[src/rtl/core_pipe_ctrl.sv]
// Pipeline control FSM: redirect/flush sequencing after a taken jump, and
// stall handling for execute/bus hold requests with a bounded hold window.
module core_pipe_ctrl #(
  parameter int FLUSH_CYCLES = 2,
  parameter int HOLD_MAX     = 15
) (
  input  logic        clk,
  input  logic        rst,
  input  logic        jump_flag_in,
  input  logic [31:0] jump_addr_in,
  input  logic        hold_flag_in,
  input  logic        bus_hold_req_in,
  output logic        pc_we_out,
  output logic [31:0] pc_addr_out,
  output logic        flush_if_id_out,
  output logic        flush_id_ex_out,
  output logic        stall_pc_out,
  output logic        stall_if_id_out,
  output logic        stall_id_ex_out,
  output logic        hold_timeout_out,
  output logic [1:0]  state_out
);

  typedef enum logic [1:0] {
    ST_RUN      = 2'd0,
    ST_REDIRECT = 2'd1,
    ST_FLUSH    = 2'd2,
    ST_HOLD     = 2'd3
  } state_t;

  localparam logic [3:0] FLUSH_INIT = 4'(FLUSH_CYCLES);
  localparam logic [7:0] HOLD_LAST  = 8'(HOLD_MAX - 1);

  state_t      state_r;
  state_t      state_s;
  logic [3:0]  bubble_cnt_r;
  logic [3:0]  bubble_cnt_s;
  logic [7:0]  hold_cnt_r;
  logic [7:0]  hold_cnt_s;
  logic [31:0] target_s;
  logic        timeout_s;
  logic        hold_req_s;
  logic        pc_we_s;
  logic        flush_s;
  logic        stall_s;

  assign hold_req_s = hold_flag_in | bus_hold_req_in;
  assign state_out  = state_r;

  // Next-state, counter and latched-target logic; outputs decoded from the next state
  always_comb begin
    state_s      = state_r;
    bubble_cnt_s = bubble_cnt_r;
    hold_cnt_s   = hold_cnt_r;
    target_s     = pc_addr_out;
    timeout_s    = hold_timeout_out;
    case (state_r)
      ST_RUN: begin
        if (jump_flag_in) begin
          state_s  = ST_REDIRECT;
          target_s = jump_addr_in;
        end else if (hold_req_s) begin
          state_s    = ST_HOLD;
          hold_cnt_s = 8'd0;
        end else begin
          state_s = ST_RUN;
        end
      end
      ST_REDIRECT: begin
        state_s      = ST_FLUSH;
        bubble_cnt_s = FLUSH_INIT;
      end
      ST_FLUSH: begin
        // Jump and execute hold come from flushed-path instructions; only the bus matters here
        bubble_cnt_s = (bubble_cnt_r == 4'd0) ? 4'd0 : (bubble_cnt_r - 4'd1);
        if (bubble_cnt_r <= 4'd1) begin
          if (bus_hold_req_in) begin
            state_s    = ST_HOLD;
            hold_cnt_s = 8'd0;
          end else begin
            state_s = ST_RUN;
          end
        end else begin
          state_s = ST_FLUSH;
        end
      end
      ST_HOLD: begin
        if (!hold_req_s) begin
          if (jump_flag_in) begin
            state_s  = ST_REDIRECT;
            target_s = jump_addr_in;
          end else begin
            state_s = ST_RUN;
          end
        end else if (hold_cnt_r == HOLD_LAST) begin
          state_s   = ST_RUN;
          timeout_s = 1'b1;
        end else begin
          state_s    = ST_HOLD;
          hold_cnt_s = hold_cnt_r + 8'd1;
        end
      end
      default: begin
        state_s = ST_RUN;
      end
    endcase

    pc_we_s = (state_s == ST_REDIRECT);
    flush_s = (state_s == ST_REDIRECT) || (state_s == ST_FLUSH);
    stall_s = (state_s == ST_HOLD);
  end

  // State, counters and all registered outputs
  always_ff @(posedge clk or negedge rst) begin
    if (!rst) begin
      state_r          <= ST_RUN;
      bubble_cnt_r     <= 4'd0;
      hold_cnt_r       <= 8'd0;
      pc_we_out        <= 1'b0;
      pc_addr_out      <= 32'h0000_0000;
      flush_if_id_out  <= 1'b0;
      flush_id_ex_out  <= 1'b0;
      stall_pc_out     <= 1'b0;
      stall_if_id_out  <= 1'b0;
      stall_id_ex_out  <= 1'b0;
      hold_timeout_out <= 1'b0;
    end else begin
      state_r          <= state_s;
      bubble_cnt_r     <= bubble_cnt_s;
      hold_cnt_r       <= hold_cnt_s;
      pc_we_out        <= pc_we_s;
      pc_addr_out      <= target_s;
      flush_if_id_out  <= flush_s;
      flush_id_ex_out  <= flush_s;
      stall_pc_out     <= stall_s;
      stall_if_id_out  <= stall_s;
      stall_id_ex_out  <= stall_s;
      hold_timeout_out <= timeout_s;
    end
  end

endmodule

[config.mk]
export PLATFORM = sky130hd
export DESIGN_NAME = core_pipe_ctrl
export DESIGN_NICKNAME = d
export VERILOG_FILES = /design/src/rtl/core_pipe_ctrl.sv
export SDC_FILE = /design/constraint.sdc
export NUM_CORES = 1
export LEC_CHECK = 0
export BUFFER_PORTS_ARGS = -buffer_cell sky130_fd_sc_hd__buf_2
export CAP_MARGIN = 20
export CORE_AREA = 5 5 79 81
export CTS_CLUSTER_SIZE = 12
export DETAILED_ROUTE_END_ITERATION = 10
export DIE_AREA = 0 0 84 86
export GPL_ROUTABILITY_DRIVEN = 0
export PLACE_DENSITY_LB_ADDON = 0.05
export SYNTH_ARGS = -nofsm -noshare
export SYNTH_HDL_FRONTEND = slang
export SYNTH_SLANG_ARGS = --single-unit
[constraint.sdc]
create_clock -name clk -period 1.95 [get_ports clk]
set_input_delay 0.2925 -clock clk [delete_from_list [all_inputs] [get_ports clk]]
set_output_delay 0.2925 -clock clk [all_outputs]
set_load 0.005 [all_outputs]
==> results.md, run 1 <==
- Worst r2r dst: hold_cnt_r[2]
- Period minus WS final: ~1.9 ns
- DP Area: around 3000 sq um
- Clk buf depth: 2
- Post-route clock period utilization: 0.9908
- Netlist cell types: 45
- WL final: 5532 um
- Endpoints failing hold: 0
- DRC viols: 0
- Crit Path Max Fanout: 6
- Core area: between 5000 and 6000 sq um
- Cts bufs inserted: 5
- Min-Delay Path Class: in -> reg
- CTS tree: done
- Crit. End Element: flop
- Worst min-delay path startpoint: jump_addr_in[25]
- Nets: 334
- Synthesis-to-finish area growth: 40.53%
- Synth Register Bits: 50
- Initial antenna violation count: 0
- Layout Skew: slightly above 0.008 ns
- Synth Flop Type: dfrtp_1
- Critical Setup Path Class: reg -> reg
- RSZ-0062 raised after global routing: yes
- FFs w/ async S/R, synth: 1.000
- Final hold slack: about 0.21 ns
- Crit start category: flop
- Global-route wire length before repair: 8811 um
- Worst hold stages: 2
- Share of the yosys chip area belonging to registers: 0.5305
- Area contributors post-synth: dfrtp_1 (53%), mux2_2 (18%), ha_1 (4.8%)
- Die Y: 86 um
- WP data arrival: around 2.1 ns
- Max_slew headroom: 0.6966
- Final setup vio count: 0
- Synth Cell Area: ~2400 sq um
- Most frequent cells in the layout: buf_2 (77), dfrtp_1 (50), mux2_2 (30)
- Initial Util: 0.4363
- Mapped Cells: around 190
- Vias in the first global route: roughly 1800
- Ports: between 70 and 80
- Endpoint, Worst Hold: pc_addr_out[25]
- Cell row count: 27
- Mean Syn Cell Area: 12.61 sq um
- Status: completed
- Syn_nets: ~230
- EDFF count, synth: 0
- Drt first pass iters: 4
- Fmax: approximately 520 MHz
- Die area: 7224 sq um
- Avg WL per Cell: 15.32 um
- Via count: approximately 1800
- P per Cell Area: about 1500 nW/um^2
- Fin area: between 3000 and 4000 sq um
- Share of cells above drive strength 1: 0.6021
- Clock latency on the worst-skew pair: ~0.3 ns
- Flop2flop setup slack: between 0.015 and 0.02 ns
- Most common cell after layout, fill and taps aside: buf_2
- Gr usage total: 0.1481
- Post-DP HPWL: about 3800 um
- Worst EP required: approximately 2.1 ns
- Warnings, synthesis: 0
- DRT iter0 DRCs: 80
- Via density: roughly 5
- PnR worst setup slack: between 0.015 and 0.02 ns
- Worst r2r src: bubble_cnt_r[3]
- # H-tree levels: 2
- Max Cap Violations: 0
- DP Worst Slack: -0.03806 ns
- Root Driver: clkbuf_8
- Top cell type's share of synthesized area: 0.5305
- Number of clock sinks: 50
- R2r worst-path depth: 5
- Clk pin slew, worst setup/hold paths: 0.10 ns
- IO Port Bufs: 77
- Post-route ant nets: 0
- Die W: 84 um
- Pins Over Slew Limit: 0
- Cell taking the most area after synthesis: dfrtp_1
- P_leak: 1.559 nW
- Remaining Overflow, GRT: 0
- Largest net degree at the start of global routing: 33
- Worst Max-Slew Pin Slew: 0.4551 ns
- Inserted Diodes: 0
- Maximum vdd drop: just over 700 uV
layout make-up:
| class | instances | area [sq um] |
|---|---|---|
| clock inverters | 2 | 16.27 |
| well taps | 72 | 90.09 |
| inverters | 6 | 25.02 |
| flip-flops and latches | 50 | 1251 |
| clock buffers | 6 | 82.58 |
| fillers | 451 | 2091 |
| multi-input cells | 120 | 1165 |
| repair buffers | 105 | 684.4 |
synth_stat cells (2+ instances only):
library cell  number
o21ai_0            6
a31oi_1            3
buf_2              3
inv_1              6
nor2_1             9
or2_2              2
ha_1               9
nand4b_1           2
o211ai_1           3
clkbuf_1           2
mux2_2            37
nand2_1            4
nor4_1             4
nor3b_1            2
nand4_1            3
nand3_1            4
nor2b_1            5
o31ai_1            2
dfrtp_1           50
and2_1             2
buf_4              4
a21oi_1            2
registers in the layout, summed over array words and instances, names as in the netlist:
signal and flops:
bubble_cnt_r 4, flush_id_ex_out 1, hold_cnt_r 8, hold_timeout_out 1, pc_addr_out 32, pc_we_out 1, stall_id_ex_out 1, state_out 2
stage by stage:
step           power [mW]  cells   TNS, ns  utilization
3_5_place_dp        3.946    344  -0.09780       0.5530
5_1_grt             5.428    361   -0.6789       0.6132
2_1_floorplan       3.096    187  -0.07546            -
3_3_place_gp        3.916    344   -0.1716       0.5530
4_1_cts             4.725    356         0       0.5801
6_report            5.026    361         0       0.6132
cell families after synthesis:
| logic type | after synthesis | synth area share |
|---|---|---|
| buf+inv | 17 | 0.03819 |
| flops | 50 | 0.5305 |
| mux | 38 | 0.1809 |
| compound gates | 26 | 0.07852 |
| fa+ha+maj | 9 | 0.04775 |
| simple gates | 47 | 0.1241 |
what timing repair did:
item,4_1_cts,5_1_grt
pin swaps,1,6
gates resized for setup,4,25
gates cloned,1,3
buffers inserted,2,2
hold endpoints to repair,18,0
endpoints found under the setup margin,5,39
hold buffers,1,0
how the worst max path moves through the flow:
stage / start / endpoint / slack, ns / cells after the start
2_1_floorplan: bubble_cnt_r[1] / hold_cnt_r[3] / -0.02 / 5
3_3_place_gp: state_out[0] / hold_cnt_r[3] / -0.05 / 7
3_5_place_dp: state_out[0] / hold_cnt_r[3] / -0.04 / 7
4_1_cts: state_out[0] / pc_addr_out[7] / 0.0007 / 7
5_1_grt: state_out[0] / hold_cnt_r[1] / -0.07 / 7
6_report: bubble_cnt_r[3] / hold_cnt_r[2] / 0.02 / 5
per-layer routing:
layer,GRT usage,wire length (um),vias up
met1,0.2004,2551,862
li1,-,-,875
met3,0.04323,344,7
met5,0,0,-
met2,0.2357,2572,60
met4,0.03509,63,0
worst max-delay path: stages, from the launching register on:
cell,delay (ns)
dfrtp_1,0.39
or4b_4,0.56
a2111oi_4,0.36
buf_4,0.21
nor2b_1,0.05
mux2_4,0.26
where the power goes:
part           switching [mW]  leakage [nW]  internal (mW)  total (mW)
logic                    1.19         0.895           1.50        2.69
clock network           0.365        0.0478          0.293       0.658
registers               0.208         0.616           1.47        1.67
Note: power is estimated with default switching activity, not from simulation.
==> run 2: changes to the inputs <==
CORE_AREA = 5 5 73 88   (was 5 5 79 81)
DIE_AREA = 0 0 78 93   (was 0 0 84 86)
==> run 2 against run 1 <==
Net effect:
- the run now ends with setup timing left
- design area up 2.2%
- first-iteration DRC count fell by 10%
- utilization grew 0.087 points
- routed wire length rose by 1.1%
- non-clock buffer count up 8
- clock power up 17%
- total power rose by 3.5%
- largest cell class unchanged
- largest power group unchanged
==> results.md, run 2 (synthesis gave the netlist of run 1 again) <==
- Status: finished with violations
- Failing checks: setup timing
- P_leak: 1.589 nW
- Die W: slightly below 80 um
- CTS tree: done
- DRT iter0 DRCs: a little over 70
- Seq pwr share: 0.324
- Switching Fraction: 0.3457
- Combinational group share of total power: 0.527
- DP Area: approximately 3000 sq um
- Pins Over Slew Limit: 0
- Endpoints failing hold: 0
- Max reg flops: 32
- Ports: a little under 80
- R2r worst-path depth: 8
- Number of clock sinks: 50
- Remaining Overflow, GRT: 0
- Initial Util: 0.4274
- Maximum vdd drop: between 700 and 800 uV
- P per Cell Area: 1535 nW/um^2
- Via density: 5.113
- PnR worst setup slack: -0.05733 ns
- WL final: 5594 um
- Cts bufs inserted: 5
- Kind of cell adding the most delay to the critical path: simple AND/OR/NAND/NOR gates
- Share of cells above drive strength 1: 0.6174
- Clock power share: 0.149
- Inserted Diodes: 0
- IO Port Bufs: 77
- Synthesis-to-finish area growth: 43.66%
- Flop2flop setup slack: -0.06 ns
- Most flop-heavy register: pc_addr_out
- DRC viols: 0
- Largest registers: pc_addr_out (32), hold_cnt_r (8), bubble_cnt_r (4)
- Core area: around 5500 sq um
- RSZ-0062 raised after global routing: yes
- NetSw: roughly 1.8 mW
- Worst-path cell chain: buf_6 -> ha_4 -> buf_6 -> or4b_4 -> o2bb2ai_4 -> buf_8 -> nor4b_2 -> mux2_2
- Most common cell after layout, fill and taps aside: buf_2
- Global-route wire length before repair: 9004 um
- Via count: around 1900
- Fmax: roughly 500 MHz
- Max Cap Violations: 0
- Die area: approximately 7300 sq um
- Avg WL per Cell: roughly 15 um
- Post-route ant nets: 0
- Largest net degree at the start of global routing: 35
- Min-Delay Path Class: in -> reg
- Post-layout util: 0.6141
- Fin area: 3388 sq um
- Vias in the first global route: roughly 1900
- Gr usage total: 0.1549
- Post-DP HPWL: a little under 4000 um
- Die Y: between 90 and 100 um
- CP max stage delay: 0.47 ns
- Final setup vio count: 6
- Crit Path Max Fanout: 8
- Max_slew headroom: 0.6194
- Most frequent cells in the layout: buf_2 (77), dfrtp_1 (49), mux2_2 (37)
- Clk buf depth: 2
- Max stage delay cell, worst path: or4b_4
- Number of cells on the critical path: 8
- Worst hold stages: 2
- Root Driver: clkbuf_8
- Post-route clock period utilization: 1.029
- Period minus WS final: 2.007 ns
- Crit start category: flop
- Clock latency on the worst-skew pair: roughly 0.30 ns
- Cell row count: 30
- Most used cell, CP: buf_6
- Layout Skew: around 0.011 ns
- Fillcell total: 439
- Worst EP required: about 2.2 ns
- Pwr Total: approximately 5.2 mW
- Critical Setup Path Class: reg -> reg
- Crit. End Element: flop
- WP data arrival: roughly 2.2 ns
- Drt first pass iters: 4
- Clk pin slew, worst setup/hold paths: around 0.10 ns
- Initial antenna violation count: 0
- # H-tree levels: 2
- Worst Max-Slew Pin Slew: approximately 0.57 ns
- WP buf/inv: 3
- Cell-internal power: 3.403 mW
- Nets: 343
[run 2: cell count changes in the layout (fill, tap and decap cells not counted), sizes merged]
cell / change
buf: +10
clkbuf: -2
a21oi: +1
bufinv: +1
clkinvlp: -1
[run 2: worst paths after layout]
kind | from | to
max in group asynchronous | rst | pc_addr_out[30]
hold reg to reg | hold_timeout_out | hold_timeout_out
min in group asynchronous | rst | pc_addr_out[7]
setup reg to reg | state_out[1] | hold_cnt_r[2]
setup / recovery | state_out[1] | hold_cnt_r[2]
hold / removal | jump_addr_in[29] | pc_addr_out[29]
[run 2: timing repair]
action | 4_1_cts | 5_1_grt
setup buffers | 3 | 8
setup endpoints to repair | 40 | 10
hold buffers | 1 | 0
hold endpoints to repair | 16 | 0
gates cloned | 2 | 0
gates resized for setup | 13 | 13
pin swaps | 6 | 7
[run 2: power by group through the flow]
stage / clock, mW / combinational (mW) / sequential [mW]
floorplan: 0 / 1.34 / 1.76
global placement: 0 / 2.29 / 1.69
detailed placement: 0 / 2.33 / 1.70
CTS: 0.803 / 2.55 / 1.69
global route: 0.850 / 3.00 / 1.74
finish: 0.773 / 2.74 / 1.68
[run 2: cell type report]
cell class | instances | area, sq um | share of cell area
inverters | 6 | 22.52 | 0.006647
clock inverters | 2 | 38.79 | 0.01145
multi-input cells | 121 | 1194 | 0.3523
repair buffers | 113 | 718.2 | 0.2120
flip-flops and latches | 50 | 1252 | 0.3696
well taps | 64 | 80.08 | 0.02363
clock buffers | 6 | 82.58 | 0.02437
[run 2: worst reg2reg max path: stages (launching register included)]
cell,delay (ns)
dfrtp_1,0.39
buf_6,0.13
ha_4,0.14
buf_6,0.11
or4b_4,0.47
o2bb2ai_4,0.17
buf_8,0.17
nor4b_2,0.06
mux2_2,0.27
[run 2: per-layer routing]
layer	GRT usage	part of all wire	up-vias	wire length, um
met4	0.04789	0.019	0	106
met1	0.1922	0.42	886	2323
met5	0	0	-	0
met3	0.05588	0.079	10	443
li1	-	-	900	-
met2	0.2514	0.49	55	2722
[run 2: per-stage QoR]
stage | hold WS (ns) | std cells | setup slack (ns) | TNS, ns
2_1_floorplan | -0.003091 | 187 | -0.01710 | -0.07546
3_3_place_gp | 0.2477 | 340 | -0.2056 | -6.993
3_5_place_dp | 0.2451 | 340 | -0.2269 | -7.744
4_1_cts | 0.2056 | 354 | -0.04121 | -0.1732
5_1_grt | 0.2024 | 362 | -0.09640 | -0.6198
6_report | 0.2155 | 362 | -0.05733 | -0.2565
==> run 3: changes to the inputs <==
SKIP_CTS_REPAIR_TIMING = 1   (was not set)
==> run 3 against run 2 <==
Net effect:
- critical endpoint is now hold_cnt_r[4]
- combinational power is 1% higher
- the run still ends with setup timing left
- sequential cell count stayed put
- critical path type unchanged
- count of clock-buffer cells in the layout stayed put
- clock power hardly changed
- utilization is 0.43 points higher
==> results.md, run 3 (synthesis gave the netlist of run 1 again) <==
- Status: finished with violations
- Failing checks: setup timing
- Cell row count: 30
- NetSw: approximately 1.8 mW
- Endpoints failing hold: 0
- Post-route ant nets: 0
- RSZ-0062 raised after global routing: yes
- Clock latency on the worst-skew pair: 0.30 ns
- Cell-internal power: 3.438 mW
- Synthesis-to-finish area growth: 44.67%
- Worst Max-Slew Pin Slew: around 0.5 ns
- IO Port Bufs: between 70 and 80
- Clk buf depth: 2
- Period minus WS final: between 2 and 2.5 ns
- Max reg flops: 32
- Post-route clock period utilization: 1.029
- Worst r2r dst: hold_cnt_r[4]
- DRC viols: 0
- Number of clock sinks: 50
- Fillcell total: between 400 and 500
- Post-DP HPWL: a little under 4000 um
- Setup_tns: -0.2029 ns
- Nets: 342
- Share of cells above drive strength 1: 0.6229
- Inserted Diodes: 0
- Avg WL per Cell: between 15 and 20 um
- Clock power share: 0.147
- Fin area: 3412 sq um
- Initial antenna violation count: 0
- Largest net degree at the start of global routing: 35
- Worst EP required: 2.15 ns
- Gr usage total: 0.1437
- Cts bufs inserted: 5
- Switching Fraction: 0.3451
- Max Cap Violations: 0
- Fmax: between 400 and 500 MHz
- Initial Util: 0.4274
- Crit Path Max Fanout: 8
- Ports: roughly 80
- P_leak: about 1.6 nW
- Register area: about 1300 sq um
- Final setup vio count: 5
- Area of the multi-input gates: ~1200 sq um
- Maximum vdd drop: roughly 720 uV
- CTS tree: done
- Die Y: roughly 93 um
- DP Area: 3009 sq um
- Combinational group share of total power: 0.530
- P per Cell Area: approximately 1500 nW/um^2
- Die W: about 80 um
- Max_slew headroom: 0.6640
- Crit. End Element: flop
- Post-layout util: 0.6184
- # H-tree levels: 2
- Via count: around 1900
- Crit start category: flop
- Most common cell after layout, fill and taps aside: buf_2
- Die area: ~7300 sq um
- Worst Setup EP: hold_cnt_r[4]
- Critical Setup Path Class: reg -> reg
- Seq pwr share: 0.322
- Min-Delay Path Class: in -> reg
- Worst r2r src: state_out[1]
- Pins Over Slew Limit: 0
- Largest registers: pc_addr_out (32), hold_cnt_r (8), bubble_cnt_r (4)
- Layout Skew: 0.01037 ns
- Pwr Total: between 5 and 6 mW
- Clk pin slew, worst setup/hold paths: about 0.10 ns
- Root Driver: clkbuf_8
- Global-route wire length before repair: 8445 um
- Via density: 5.163
- WL final: ~5600 um
- Worst Setup SP: state_out[1]
- Remaining Overflow, GRT: 0
- Core area: between 5000 and 6000 sq um
- R2r worst-path depth: 8
- DP Worst Slack: -0.2269 ns
- Drt first pass iters: 4
- DRT iter0 DRCs: between 60 and 70
- WP data arrival: 2.20 ns
- Most flop-heavy register: pc_addr_out
- PnR worst setup slack: -0.05653 ns
- Vias in the first global route: between 1500 and 2000
- Flop2flop setup slack: -0.06 ns
- Most frequent cells in the layout: buf_2 (77), dfrtp_1 (48), mux2_2 (35)
run 3: power groups by stage:
stage | logic, mW | clock network, mW | registers, mW
5_1_grt | 3.03 | 0.850 | 1.76
3_5_place_dp | 2.33 | 0 | 1.70
4_1_cts | 2.32 | 0.803 | 1.68
3_3_place_gp | 2.29 | 0 | 1.69
2_1_floorplan | 1.34 | 0 | 1.76
6_report | 2.78 | 0.774 | 1.69
run 3: through the flow:
step	std cells	hold WS [ns]
floorplan	187	-0.003091
global placement	340	0.2477
detailed placement	340	0.2451
CTS	348	-0.08516
global route	361	0.2024
finish	361	0.2145
run 3: final cells by class:
cell class / instances / area share
sequential: 50 / 0.3674
multi-input combinational: 121 / 0.3531
timing repair buffer: 112 / 0.2131
clock buffer: 6 / 0.02420
tap: 64 / 0.02347
clock inverter: 2 / 0.01137
inverter: 6 / 0.007334
run 3: worst min path at each step:
stage | startpoint | to | slack, ns | depth (start not counted)
2_1_floorplan | rst | bubble_cnt_r[0] | -0.003 | 0
3_3_place_gp | rst | pc_we_out | 0.25 | 1
3_5_place_dp | rst | pc_we_out | 0.25 | 1
4_1_cts | rst | pc_addr_out[7] | -0.09 | 1
5_1_grt | jump_addr_in[27] | pc_addr_out[27] | 0.20 | 2
6_report | jump_addr_in[29] | pc_addr_out[29] | 0.21 | 2
run 3: worst max-delay path: stages (launching register included):
cell       delay [ns]
dfrtp_2          0.43
buf_6            0.12
ha_4             0.13
buf_6            0.11
or4b_4           0.47
o2bb2ai_4        0.14
buf_8            0.17
nor4_4           0.06
mux2_4           0.29
run 3: routing by layer:
layer	GRT usage	up-vias	part of all wire
met1	0.1803	901	0.41
met5	0	-	0
li1	-	903	-
met3	0.05684	6	0.078
met4	0.04789	0	0.011
met2	0.2256	54	0.50
